## src/rtl/wb_arb_pkg.sv

```systemverilog
`default_nettype none
// ============================================================================
// Module      : wb_arb_pkg
// Description : Shared encodings and helpers for the writeback arbiter:
//               source indices, output-stage states and the grant-counter
//               width.
// Revision    : 1.0 - initial release
// ============================================================================
package wb_arb_pkg;

    // Number of requesters sharing the writeback mux
    localparam int NREQ = 3;

    // Width of each saturating grant counter
    localparam int GCNT_W = 16;

    // Source index type and encodings (also the mux address)
    typedef logic [1:0] src_t;
    localparam src_t SRC_IN0 = 2'b00;
    localparam src_t SRC_IN1 = 2'b01;
    localparam src_t SRC_IN2 = 2'b10;

    // Output-stage state encodings
    localparam logic [0:0] ST_EMPTY = 1'b0;
    localparam logic [0:0] ST_FULL  = 1'b1;

    // Next index in the circular order 0 -> 1 -> 2 -> 0
    function automatic src_t rr_next(input src_t idx);
        src_t nxt;
        case (idx)
            SRC_IN0: nxt = SRC_IN1;
            SRC_IN1: nxt = SRC_IN2;
            default: nxt = SRC_IN0;
        endcase
        return nxt;
    endfunction

    // One-hot grant vector for a source index
    function automatic logic [NREQ-1:0] src_onehot(input src_t idx);
        logic [NREQ-1:0] vec;
        case (idx)
            SRC_IN0: vec = 3'b001;
            SRC_IN1: vec = 3'b010;
            SRC_IN2: vec = 3'b100;
            default: vec = 3'b000;
        endcase
        return vec;
    endfunction

endpackage : wb_arb_pkg
`default_nettype wire

```

## src/rtl/mux3to1.sv

```systemverilog
`default_nettype none
// ============================================================================
// Module      : mux3to1
// Description : 3:1 word multiplexer for the writeback result path. The
//               unused address 2'b11 yields zero.
// Revision    : 1.0 - initial release
// ============================================================================
module mux3to1
    import wb_arb_pkg::*;
#(
    parameter int W = 32
) (
    input  logic [W-1:0] in0,
    input  logic [W-1:0] in1,
    input  logic [W-1:0] in2,
    input  logic [1:0]   address,
    output logic [W-1:0] out
);

    // Pure combinational select on the address
    always_comb begin
        out = '0;
        case (address)
            SRC_IN0: out = in0;
            SRC_IN1: out = in1;
            SRC_IN2: out = in2;
            default: out = '0;
        endcase
    end

endmodule : mux3to1
`default_nettype wire

```

## src/rtl/wb_arbiter3.sv

```systemverilog
`default_nettype none
// ============================================================================
// Module      : wb_arbiter3
// Description : Round-robin arbiter for three writeback requesters (ALU,
//               memory, PC+4 link) with a single-entry registered output
//               stage toward the register-file write port. Drives the
//               address of the shared mux3to1.
//               Optional feature macro: WB_ARB_STATS_EN adds three 16-bit
//               saturating grant counters on grant_cnt.
// Revision    : 1.0 - initial release
// ============================================================================
module wb_arbiter3
    import wb_arb_pkg::*;
#(
    parameter int W = 32
) (
    input  logic                  clk,
    input  logic                  rst_n,
    input  logic [NREQ-1:0]       in_valid,
    output logic [NREQ-1:0]       in_ready,
    input  logic [W-1:0]          in0,
    input  logic [W-1:0]          in1,
    input  logic [W-1:0]          in2,
    output logic                  out_valid,
    input  logic                  out_ready,
    output logic [W-1:0]          out_data,
    output logic [1:0]            out_src
`ifdef WB_ARB_STATS_EN
    ,
    output logic [NREQ*GCNT_W-1:0] grant_cnt
`endif
);

    // ------------------------------------------------------------------
    // Registers
    // ------------------------------------------------------------------
    logic [0:0]   r_state;
    logic [W-1:0] r_data;
    src_t         r_src;
    src_t         r_last;   // last granted index; reset 2 gives in0 first turn
    src_t         r_addr;   // mux address remembered while idle

    // ------------------------------------------------------------------
    // Combinational arbitration
    // ------------------------------------------------------------------
    logic         w_can_load;
    logic [3:0]   w_valid_ext;
    src_t         w_p0;
    src_t         w_p1;
    src_t         w_p2;
    logic         w_gnt_vld;
    src_t         w_gnt_idx;
    src_t         w_addr;
    logic [W-1:0] w_mux_out;

    // The output register can take a word when empty or being drained now
    assign w_can_load = (r_state == ST_EMPTY) | out_ready;

    // Pad to four bits so a 2-bit index always selects in range
    assign w_valid_ext = {1'b0, in_valid};

    // Priority order starts just after the last winner
    assign w_p0 = rr_next(r_last);
    assign w_p1 = rr_next(w_p0);
    assign w_p2 = rr_next(w_p1);

    // Pick the first valid requester in rotating priority order
    always_comb begin
        w_gnt_vld = 1'b0;
        w_gnt_idx = SRC_IN0;
        if (w_can_load) begin
            if (w_valid_ext[w_p0]) begin
                w_gnt_vld = 1'b1;
                w_gnt_idx = w_p0;
            end else if (w_valid_ext[w_p1]) begin
                w_gnt_vld = 1'b1;
                w_gnt_idx = w_p1;
            end else if (w_valid_ext[w_p2]) begin
                w_gnt_vld = 1'b1;
                w_gnt_idx = w_p2;
            end
        end
    end

    // A grant only goes to a valid requester, so a grant is an accept.
    // in_ready depends only on in_valid, out_ready and state, never on data.
    assign in_ready = w_gnt_vld ? src_onehot(w_gnt_idx) : {NREQ{1'b0}};

    // Hold the previous address when idle so the mux output stays quiet
    assign w_addr = w_gnt_vld ? w_gnt_idx : r_addr;

    // ------------------------------------------------------------------
    // Shared result mux
    // ------------------------------------------------------------------
    mux3to1 #(
        .W       (W)
    ) u_mux (
        .in0     (in0),
        .in1     (in1),
        .in2     (in2),
        .address (w_addr),
        .out     (w_mux_out)
    );

    // Output stage: load on accept, drain to EMPTY when consumed with no refill
    always_ff @(posedge clk or negedge rst_n) begin
        if (!rst_n) begin
            r_state <= ST_EMPTY;
            r_data  <= '0;
            r_src   <= SRC_IN0;
            r_last  <= SRC_IN2;
            r_addr  <= SRC_IN0;
        end else if (w_gnt_vld) begin
            r_state <= ST_FULL;
            r_data  <= w_mux_out;
            r_src   <= w_gnt_idx;
            r_last  <= w_gnt_idx;
            r_addr  <= w_gnt_idx;
        end else if (out_ready) begin
            r_state <= ST_EMPTY;
        end
    end

    assign out_valid = (r_state == ST_FULL);
    assign out_data  = r_data;
    assign out_src   = r_src;

`ifdef WB_ARB_STATS_EN
    // ------------------------------------------------------------------
    // Per-requester saturating grant counters
    // ------------------------------------------------------------------
    for (genvar gi = 0; gi < NREQ; gi++) begin : g_cnt
        logic [GCNT_W-1:0] r_cnt;

        // Count accepts from this requester, sticking at all-ones
        always_ff @(posedge clk or negedge rst_n) begin
            if (!rst_n) begin
                r_cnt <= '0;
            end else if (w_gnt_vld && (w_gnt_idx == src_t'(gi)) && (r_cnt != {GCNT_W{1'b1}})) begin
                r_cnt <= r_cnt + 1'b1;
            end
        end

        assign grant_cnt[gi*GCNT_W +: GCNT_W] = r_cnt;
    end
`endif

endmodule : wb_arbiter3
`default_nettype wire

```

## config.mk

```make
export PLATFORM = sky130hd
export DESIGN_NAME = wb_arbiter3
export DESIGN_NICKNAME = d
export VERILOG_FILES = /design/src/rtl/wb_arb_pkg.sv /design/src/rtl/mux3to1.sv /design/src/rtl/wb_arbiter3.sv
export SDC_FILE = /design/constraint.sdc
export NUM_CORES = 1
export LEC_CHECK = 0
export ABC_AREA = 1
export BUFFER_PORTS_ARGS = -buffer_cell sky130_fd_sc_hd__buf_2
export CAP_MARGIN = 20
export CORE_ASPECT_RATIO = 0.7
export CORE_UTILIZATION = 45
export CTS_BUF_LIST = sky130_fd_sc_hd__clkbuf_8
export CTS_CLUSTER_SIZE = 40
export DETAILED_ROUTE_END_ITERATION = 6
export HOLD_SLACK_MARGIN = 0.02
export PLACE_DENSITY = 0.9
export SYNTH_ARGS = -nofsm -noshare
export SYNTH_HDL_FRONTEND = slang
export SYNTH_HIERARCHICAL = 1
export SYNTH_SLANG_ARGS = --single-unit
export TNS_END_PERCENT = 100
```

## constraint.sdc

```tcl
create_clock -name clk -period 3.18 [get_ports clk]
set_input_delay 0.159 -clock clk [delete_from_list [all_inputs] [get_ports clk]]
set_output_delay 0.159 -clock clk [all_outputs]
set_load 0.005 [all_outputs]
```

# After elaboration in Yosys (flattened, before gate mapping)

Index checks and enable logic that the tools add are counted.

Equal/unequal tests: 7
Reductions and logical operators: 6
Multiplexer cells: 23
$lt $le $gt $ge: 3
Bitwise gates (word level): 2

Operator list:

| operator                                                              | number |
|---|---|
| 32-bit one-hot mux with 3 select lines                                | 1 |
| 2-bit one-hot mux with 2 select lines                                 | 3 |
| 2-bit by 1-bit equality test with 1-bit output, second input constant | 5 |
| 2-bit zero test                                                       | 5 |
| 2-bit 2-to-1 mux                                                      | 5 |
| 2-bit by 3-bit < comparator with 1-bit output, second input constant  | 3 |
| 1-bit 2-to-1 mux                                                      | 9 |
| 3-bit one-hot mux with 3 select lines                                 | 1 |
| 1-bit binary-select mux with 2-bit select                             | 3 |
| 2-bit equality test, second input constant                            | 2 |
| 3-bit 2-to-1 mux                                                      | 1 |
| 2-bit nonzero test                                                    | 1 |
| 1-bit NOT                                                             | 1 |
| 1-bit OR                                                              | 1 |

Register bits after elaboration: 39
Input port bits: 102
Word-level logic and storage cells: 46
Output and inout port bits: 38

# Depth between registers and ports, before layout

Gate-level depths: netlist of run 1.

Depth after elaboration: 15
Mapped depth: 18
Depth with buffers taken out: 14

# Hierarchy

Netlist of run 1, hierarchy kept.

By module, submodules not included:

| module      | times used | area each (um2) | sequential area each (um2) | cells an instance |
|---|---|---|---|---|
| wb_arbiter3 | 1          | 1680.4          | 952.2                      | 203 |
| mux3to1     | 1          | 782.0           | 0.0                        | 148 |

# Least setup slack after synthesis of run 1

No wires, ideal clock.

Path kind: register -> register
From: register r_last[1]
To: register r_data[3], in the netlist out_data[3]
Data required time: 3.063 ns
Period minus slack after synthesis: 2.121 ns
Cell stages (with the launch flop): 18
Data arrival time: 2.004 ns
Buffers on the path: 4
Setup time: 0.117 ns
Slack: 1.059 ns
Path through: dfstp_2 buf_6 nor2_2 nand2_1 nand2_1 nor2_4 nand3_4 nand2_2 buf_2 nand2_1 nand2_1 buf_6 inv_2 buf_6 nand3_1 nand3_1 nand3_1 nand2_1

Longest elaborated chain between the ends: 15
Elaborated cells on any way between the ends: 28
Those cells by class: eq/ne: 5; mux: 19; reduce/logical: 4

Ends and longest elaborated chain:

| what                                                                              | line               | text |
|---|---|---|
| from (decl)                                                                       | wb_arbiter3.sv:40  | `src_t r_last;` |
| from (signal assigned)                                                            | wb_arbiter3.sv:117 | `r_last <= w_gnt_idx;` |
| 2-bit by 1-bit equality test with 1-bit output or 2-bit zero test (tied branches) | wb_arb_pkg.sv:30   | `case (idx)` |
| 2-bit one-hot mux with 2 select lines *                                           | wb_arb_pkg.sv:30   |  |
| 2-bit by 1-bit equality test with 1-bit output or 2-bit zero test (tied branches) | wb_arb_pkg.sv:30   |  |
| 2-bit one-hot mux with 2 select lines                                             | wb_arb_pkg.sv:30   |  |
| 2-bit by 1-bit equality test with 1-bit output or 2-bit zero test (tied branches) | wb_arb_pkg.sv:30   |  |
| 2-bit one-hot mux with 2 select lines                                             | wb_arb_pkg.sv:30   |  |
| 1-bit binary-select mux with 2-bit select                                         | wb_arbiter3.sv:78  | `end else if (w_valid_ext[w_p2]) begin` |
| 1-bit 2-to-1 mux (implied by the code)                                            | wb_arbiter3.sv:78  |  |
| 2-bit 2-to-1 mux or 1-bit 2-to-1 mux (tied branches)                              | wb_arbiter3.sv:78  |  |
| 2-bit 2-to-1 mux or 1-bit 2-to-1 mux (tied branches)                              | wb_arbiter3.sv:75  | `end else if (w_valid_ext[w_p1]) begin` |
| 2-bit 2-to-1 mux or 1-bit 2-to-1 mux (tied branches)                              | wb_arbiter3.sv:72  | `if (w_valid_ext[w_p0]) begin` |
| 2-bit 2-to-1 mux or 1-bit 2-to-1 mux (tied branches)                              | wb_arbiter3.sv:71  | `if (w_can_load) begin` |
| 2-bit 2-to-1 mux *                                                                | --                 |  |
| named net w_addr[1]                                                               | wb_arbiter3.sv:53  | `src_t w_addr;` |
| 2-bit equality test, or another cell as far along                                 | mux3to1.sv:23      | `case (address)` |
| 32-bit one-hot mux with 3 select lines *                                          | mux3to1.sv:23      |  |
| named net w_mux_out[3]                                                            | wb_arbiter3.sv:54  | `logic [W-1:0] w_mux_out;` |
| to (signal assigned)                                                              | wb_arbiter3.sv:115 | `r_data <= w_mux_out;` |
| to (decl)                                                                         | wb_arbiter3.sv:38  | `logic [W-1:0] r_data;` |

Mark *: on every way through the listed nets, which the timed path passes. The rest lies on a longest branch. The select of a mux whose other input is x is not followed.
A chain may end at the register's enable or synchronous reset.

# Final worst setup path of run 1

From: register r_last[1]
To: register r_data[7], in the netlist out_data[7]

The elaborated chain is that of the path after synthesis.

==> results of run 1 <==
-- path summary, 6_finish.rpt --
path                                    from      endpoint  slack [ns]  cells past startpoint
max in group asynchronous              rst_n  out_data[28]        2.13                      2
worst min register to register  out_data[28]  out_data[28]        0.47                      2
worst min-delay path                 in0[10]  out_data[10]        0.20                      5
min in group asynchronous              rst_n   out_data[0]        0.52                      2
worst max register to register     r_last[1]   out_data[7]        0.51                     12
worst max-delay path               r_last[1]   out_data[7]        0.51                     12
-- critical path: stages, from the launching register on --
cell and delay [ns]:
dfstp_2 0.62, nor2_2 0.08, nand2_1 0.09, nand2_1 0.10, nor2_4 0.14, nand2_1 0.07
nand2_1 0.14, nand2_1 0.34, inv_2 0.57, nand3_1 0.16, nand3_1 0.13, nand3_1 0.08
nand2_1 0.09
-- flip-flops by register name, indices dropped and copies added (netlist names) --
| name | count |
|---|---|
| out_data | 32 |
| out_src | 2 |
| out_valid | 1 |
| r_addr | 2 |
| r_last | 1 |
-- metal layers --
| metal | track usage (%) | up-vias | wire length [µm] |
|---|---|---|---|
| li1 | - | 1400 | - |
| met1 | 32.7 | 1272 | 3150 |
| met2 | 47.1 | 136 | 3490 |
| met3 | 5.12 | 11 | 580 |
| met4 | 8.47 | 0 | 106 |
| met5 | 0 | - | 0 |
-- cells in the mapped netlist, drive strengths merged --
master	n
buf	26
clkbuf	3
clkinv	1
dfrtp	37
dfstp	1
inv	14
nand2	127
nand3	130
nand4	1
nor2	8
o21ai	3
-- kinds of logic after synthesis --
logic type             after synthesis  synth area share [%]
AOI/OAI and AO/OA                    3                 0.610
buffers and inverters               44                  11.7
and+or+nand+nor                    266                  49.0
DFF                                 38                  38.7
-- metrics by stage --
stage                     util (%)  power, W
after floorplan                  -   0.00258
after detailed placement      58.2   0.00298
after global placement        58.2   0.00291
final                         60.0   0.00330
after global routing          60.0   0.00364
after CTS                     60.0   0.00330
-- power by group --
group          total [W]  internal [W]  switching [W]
logic            0.00213      0.000742        0.00139
registers       0.000858      0.000729       0.000130
clock network   0.000310      0.000149       0.000162
-- layout by cell type (no fill, tap or decap), drive strengths merged --
cell / count
dfstp: 1
nand4: 1
dlygate4sd3: 1
nor2: 8
clkinv: 3
inv: 15
clkbuf: 5
o21ai: 3
nand2: 127
buf: 145
dfrtp: 37
nand3: 130
-- final cells by class --
type | count | area (µm²)
Clock inverter | 3 | 13.8
Inverter | 15 | 56.3
Multi-Input combinational cell | 269 | 1220
Tap cell | 72 | 90.1
Fill cell | 494 | 2100
Timing Repair Buffer | 146 | 751
Sequential cell | 38 | 952
Clock buffer | 5 | 68.8
==> run metrics, run 1 <==
status finished, final reports clean; final antenna-violating net count 0; largest net degree at the start of global routing 39; Starting Density 46.8%; power per standard cell area 1050 mW/mm²; vias per cell 5.14; synthesized cell area 0.00246 mm²; initial antenna violation count 0; final WL 7330 µm; CTS Buffer Depth 2; share of layout cells above drive strength 1 34.0%; final setup vio count 0; design area 0.00315 mm²; DR vias 2819; Nets 577; top-area cell type share of the netlist area 37.6%; Die Ht 63.9 µm; Critical Path RT 3.40 ns; Post-CTS Setup Inserts 0; vias in the first global route 2713; Ports 140; RD Place Congestion 0.984; Max IR drop VDD 0.000449 V; crit-path max FO 32; area leader, netlist dfrtp_1; fin crit period 2.67 ns; DRC 0; Slew Limit Headroom 43.9%; grt ovf 0; Hold Fails Final Rpt 0; setup TNS 0 ns; die area 0.00578 mm²; Final period util 84.0%; H-tree levels 2; DRT Pass-1 Iters 4; CTS root buffer clkbuf_8; clk_skew 0.00847 ns; post-synth net total 453; sequential fraction of the synthesis area 38.7%; CP endpoint kind register; f_max 374 MHz; CP Launch Type register; Starting DRT DRC Count 163; DR WL/cell 13.4 µm; CP Class register to register; worst hold slack 0.200 ns; dpl ws 0.563 ns; # resized after CTS 0; Core Footprint 0.00526 mm²; Area growth syn-to-layout 28.1%; hpwl dp 5060 µm; row cnt 22; WP data arrival 2.89 ns; Placed Cells 539; fin cells 548; YS warnings 6; Sink Count 38; Syn Inst Count 351; Yosys cell types 20; Leakage 1.87 nW; synthesized flop and latch total 38; DP Area 0.00306 mm²; PortBufs 139; number of buffers created by CTS 5; Final Slew Violations 0; Clock Latency Late Sink 0.29 ns; Tot GR Track Use 26.5%; Slew @ Worst Pin 0.842 ns; CTS tree yes; hold_buf cts 1; worst hold path type primary input to register; first-pass GRT wire length 12200 µm; Area contributors post-synth dfrtp_1 38%, nand3_1 26%, nand2_1 19%; Synth Area per Inst 7.02 µm²; max_cap viols 0; final worst slack 0.509 ns; setup repair after global routing missed its margin no; clock slew at reported path FFs 0.08 ns; ANT cells 0; die width 90.4 µm
Power figures use the tool's default switching activity.
==> inputs of run 2 (changes only) <==
--- a/config.mk
+++ b/config.mk
@@ -9,12 +9,12 @@
 export BUFFER_PORTS_ARGS = -buffer_cell sky130_fd_sc_hd__buf_2
 export CAP_MARGIN = 20
 export CORE_ASPECT_RATIO = 0.7
-export CORE_UTILIZATION = 45
+export CORE_UTILIZATION = 41
 export CTS_BUF_LIST = sky130_fd_sc_hd__clkbuf_8
 export CTS_CLUSTER_SIZE = 40
 export DETAILED_ROUTE_END_ITERATION = 6
 export HOLD_SLACK_MARGIN = 0.02
-export PLACE_DENSITY = 0.9
+export PLACE_DENSITY = 0.86
 export SYNTH_ARGS = -nofsm -noshare
 export SYNTH_HDL_FRONTEND = slang
 export SYNTH_HIERARCHICAL = 1
==> constraint.sdc (replaced) <==
create_clock -name clk -period 2.2 [get_ports clk]
set_input_delay 0.11 -clock clk [delete_from_list [all_inputs] [get_ports clk]]
set_output_delay 0.11 -clock clk [all_outputs]
set_load 0.005 [all_outputs]
==> run 2 against run 1 <==
Effect of this change:
- die area up 9.5%
- combinational power up 64%
- clock skew about the same
- sequential power up 43%
- sequential share of layout area down 1.6 points
- fmax up 29%
- largest cell class unchanged
==> run metrics, run 2 (same netlist as run 1, synthesis figures left out) <==
most frequent cells in the layout 139 x buf_2, 128 x nand3_1, 122 x nand2_1, 36 x dfrtp_1; vias in the first global route 2473; worst hold path type primary input to register; Hold Path Stages 5; Clock Latency Late Sink 0.28 ns; CP Launch Type register; Nets 589; Slew Limit Headroom 43.9%; most used cell along the critical path nand2_1; row cnt 23; DRT Pass-1 Iters 4; clk_skew 0.00867 ns; Reg-to-Reg Start r_last[1]; clock slew at reported path FFs 0.07 ns; initial antenna violation count 0; number of buffers created by CTS 5; Reg2Reg Depth 15; power per standard cell area 1560 mW/mm²; DR WL/cell 12.6 µm; Crit path max-delay family simple AND/OR/NAND/NOR gates; setup TNS 0 ns; vias per cell 5.00; dpl ws 0.0199 ns; DR vias 2813; Max IR drop VDD 0.000569 V; die width 94.6 µm; Hold Fails Final Rpt 0; Starting DRT DRC Count 129; final worst slack 0.134 ns; f_max 484 MHz; reg2reg setup slack 0.13 ns; final WL 7100 µm; CP endpoint kind register; Hold Startpoint in0[10]; crit-path max FO 17; DRC 0; Cell Chain, Critical Path buf_4 > nand2_1 > nand2_2 > nor2_4 > nand2_1 > nand2_1 > nand2_1 > nand2_2 > buf_4 > nor2_8 > buf_12 > nand2_1 > nand3_1 > nand3_1 > nand2_1; Post-CTS Setup Inserts 0; share of layout cells above drive strength 1 36.9%; Slew @ Worst Pin 0.841 ns; Sink Count 38; Ports 140; CTS root buffer clkbuf_8; CTS tree yes; H-tree levels 2; die area 0.00632 mm²; Area growth syn-to-layout 35.2%; first-pass GRT wire length 11100 µm; CTS Buffer Depth 2; hpwl dp 5210 µm; slowest stage cell, crit path dfstp_2; RD Place Congestion 0.891; CP Class register to register; commonest non-fill, non-tap cell in the layout buf_2; final setup vio count 0; WP buf/inv 3; Critical Path RT 2.42 ns; Starting Density 42.8%; fin crit period 2.07 ns; critical path depth 15; max reg flops 32; worst hold slack 0.161 ns; Worst Hold End out_data[10]; Final Slew Violations 0; Die Ht 66.8 µm; reg-to-reg endpoint out_data[15]; WP data arrival 2.28 ns; Final period util 93.9%; status finished, final reports clean; setup repair after global routing missed its margin yes; Leakage 1.95 nW; max_cap viols 0; Max stage delay on crit path 0.56 ns; Core Footprint 0.00576 mm²; largest net degree at the start of global routing 39; final antenna-violating net count 0; Tot GR Track Use 23.1%; PortBufs 139; grt ovf 0; ANT cells 0
-- run 2: changes by cell type in the layout (fill, tap and decap cells not counted), sizes merged --
| cell | change |
|---|---|
| clkbuf | +1 |
| clkinv | -1 |
| buf | +12 |
-- run 2: through the flow --
stage / area (µm²) / power (W) / util (%) / instances
final: 3330 / 0.00521 / 57.8 / 563
after global routing: 3330 / 0.00575 / 57.8 / 563
after CTS: 3300 / 0.00518 / 57.3 / 563
after detailed placement: 3190 / 0.00467 / 55.5 / 554
after global placement: 3190 / 0.00456 / 55.5 / 554
after floorplan: 2460 / 0.00372 / - / 351
-- run 2: what timing repair did --
| item | 4_1_cts | 5_1_grt |
|---|---|---|
| resized for setup | 1 | 10 |
| setup endpoints to repair | 2 | 33 |
| hold buffers | 1 | 0 |
| pin swaps | 0 | 0 |
| hold endpoints to repair | 37 | 0 |
-- run 2: final cells by class --
type,instances,area (µm²)
fillers,564,2430
multi-input cells,269,1240
flip-flops and latches,38,953
repair buffers,158,890
well taps,75,93.8
clock buffers,6,82.6
inverters,15,58.8
clock inverters,2,8.76
-- run 2: worst max path at each step --
stage	startpoint	end	slack, ns
after floorplan	r_last[1]	out_data[3]	0.08
after global placement	r_last[1]	out_data[4]	0.12
after detailed placement	r_last[1]	out_data[8]	0.02
after CTS	r_last[1]	out_data[15]	0.02
after global routing	r_last[1]	out_data[15]	-0.04
final	r_last[1]	out_data[15]	0.13
-- run 2: worst register-to-register path: stages (launching register included) --
cell,delay (ns)
dfstp_2,0.56
buf_4,0.14
nand2_1,0.06
nand2_2,0.09
nor2_4,0.05
nand2_1,0.06
nand2_1,0.05
nand2_1,0.10
nand2_2,0.10
buf_4,0.17
nor2_8,0.14
buf_12,0.15
nand2_1,0.07
nand3_1,0.08
nand3_1,0.09
nand2_1,0.09
-- run 2: power breakdown --
group	switching, W	internal (W)
sequential	0.000177	0.00105
combinational	0.00207	0.00143
clock	0.000229	0.000248
-- run 2: routing by layer --
layer	track usage [%]	wire, µm
met4	6.25	64
met5	0	0
met3	5.48	639
met1	27.9	3010
met2	41.4	3380
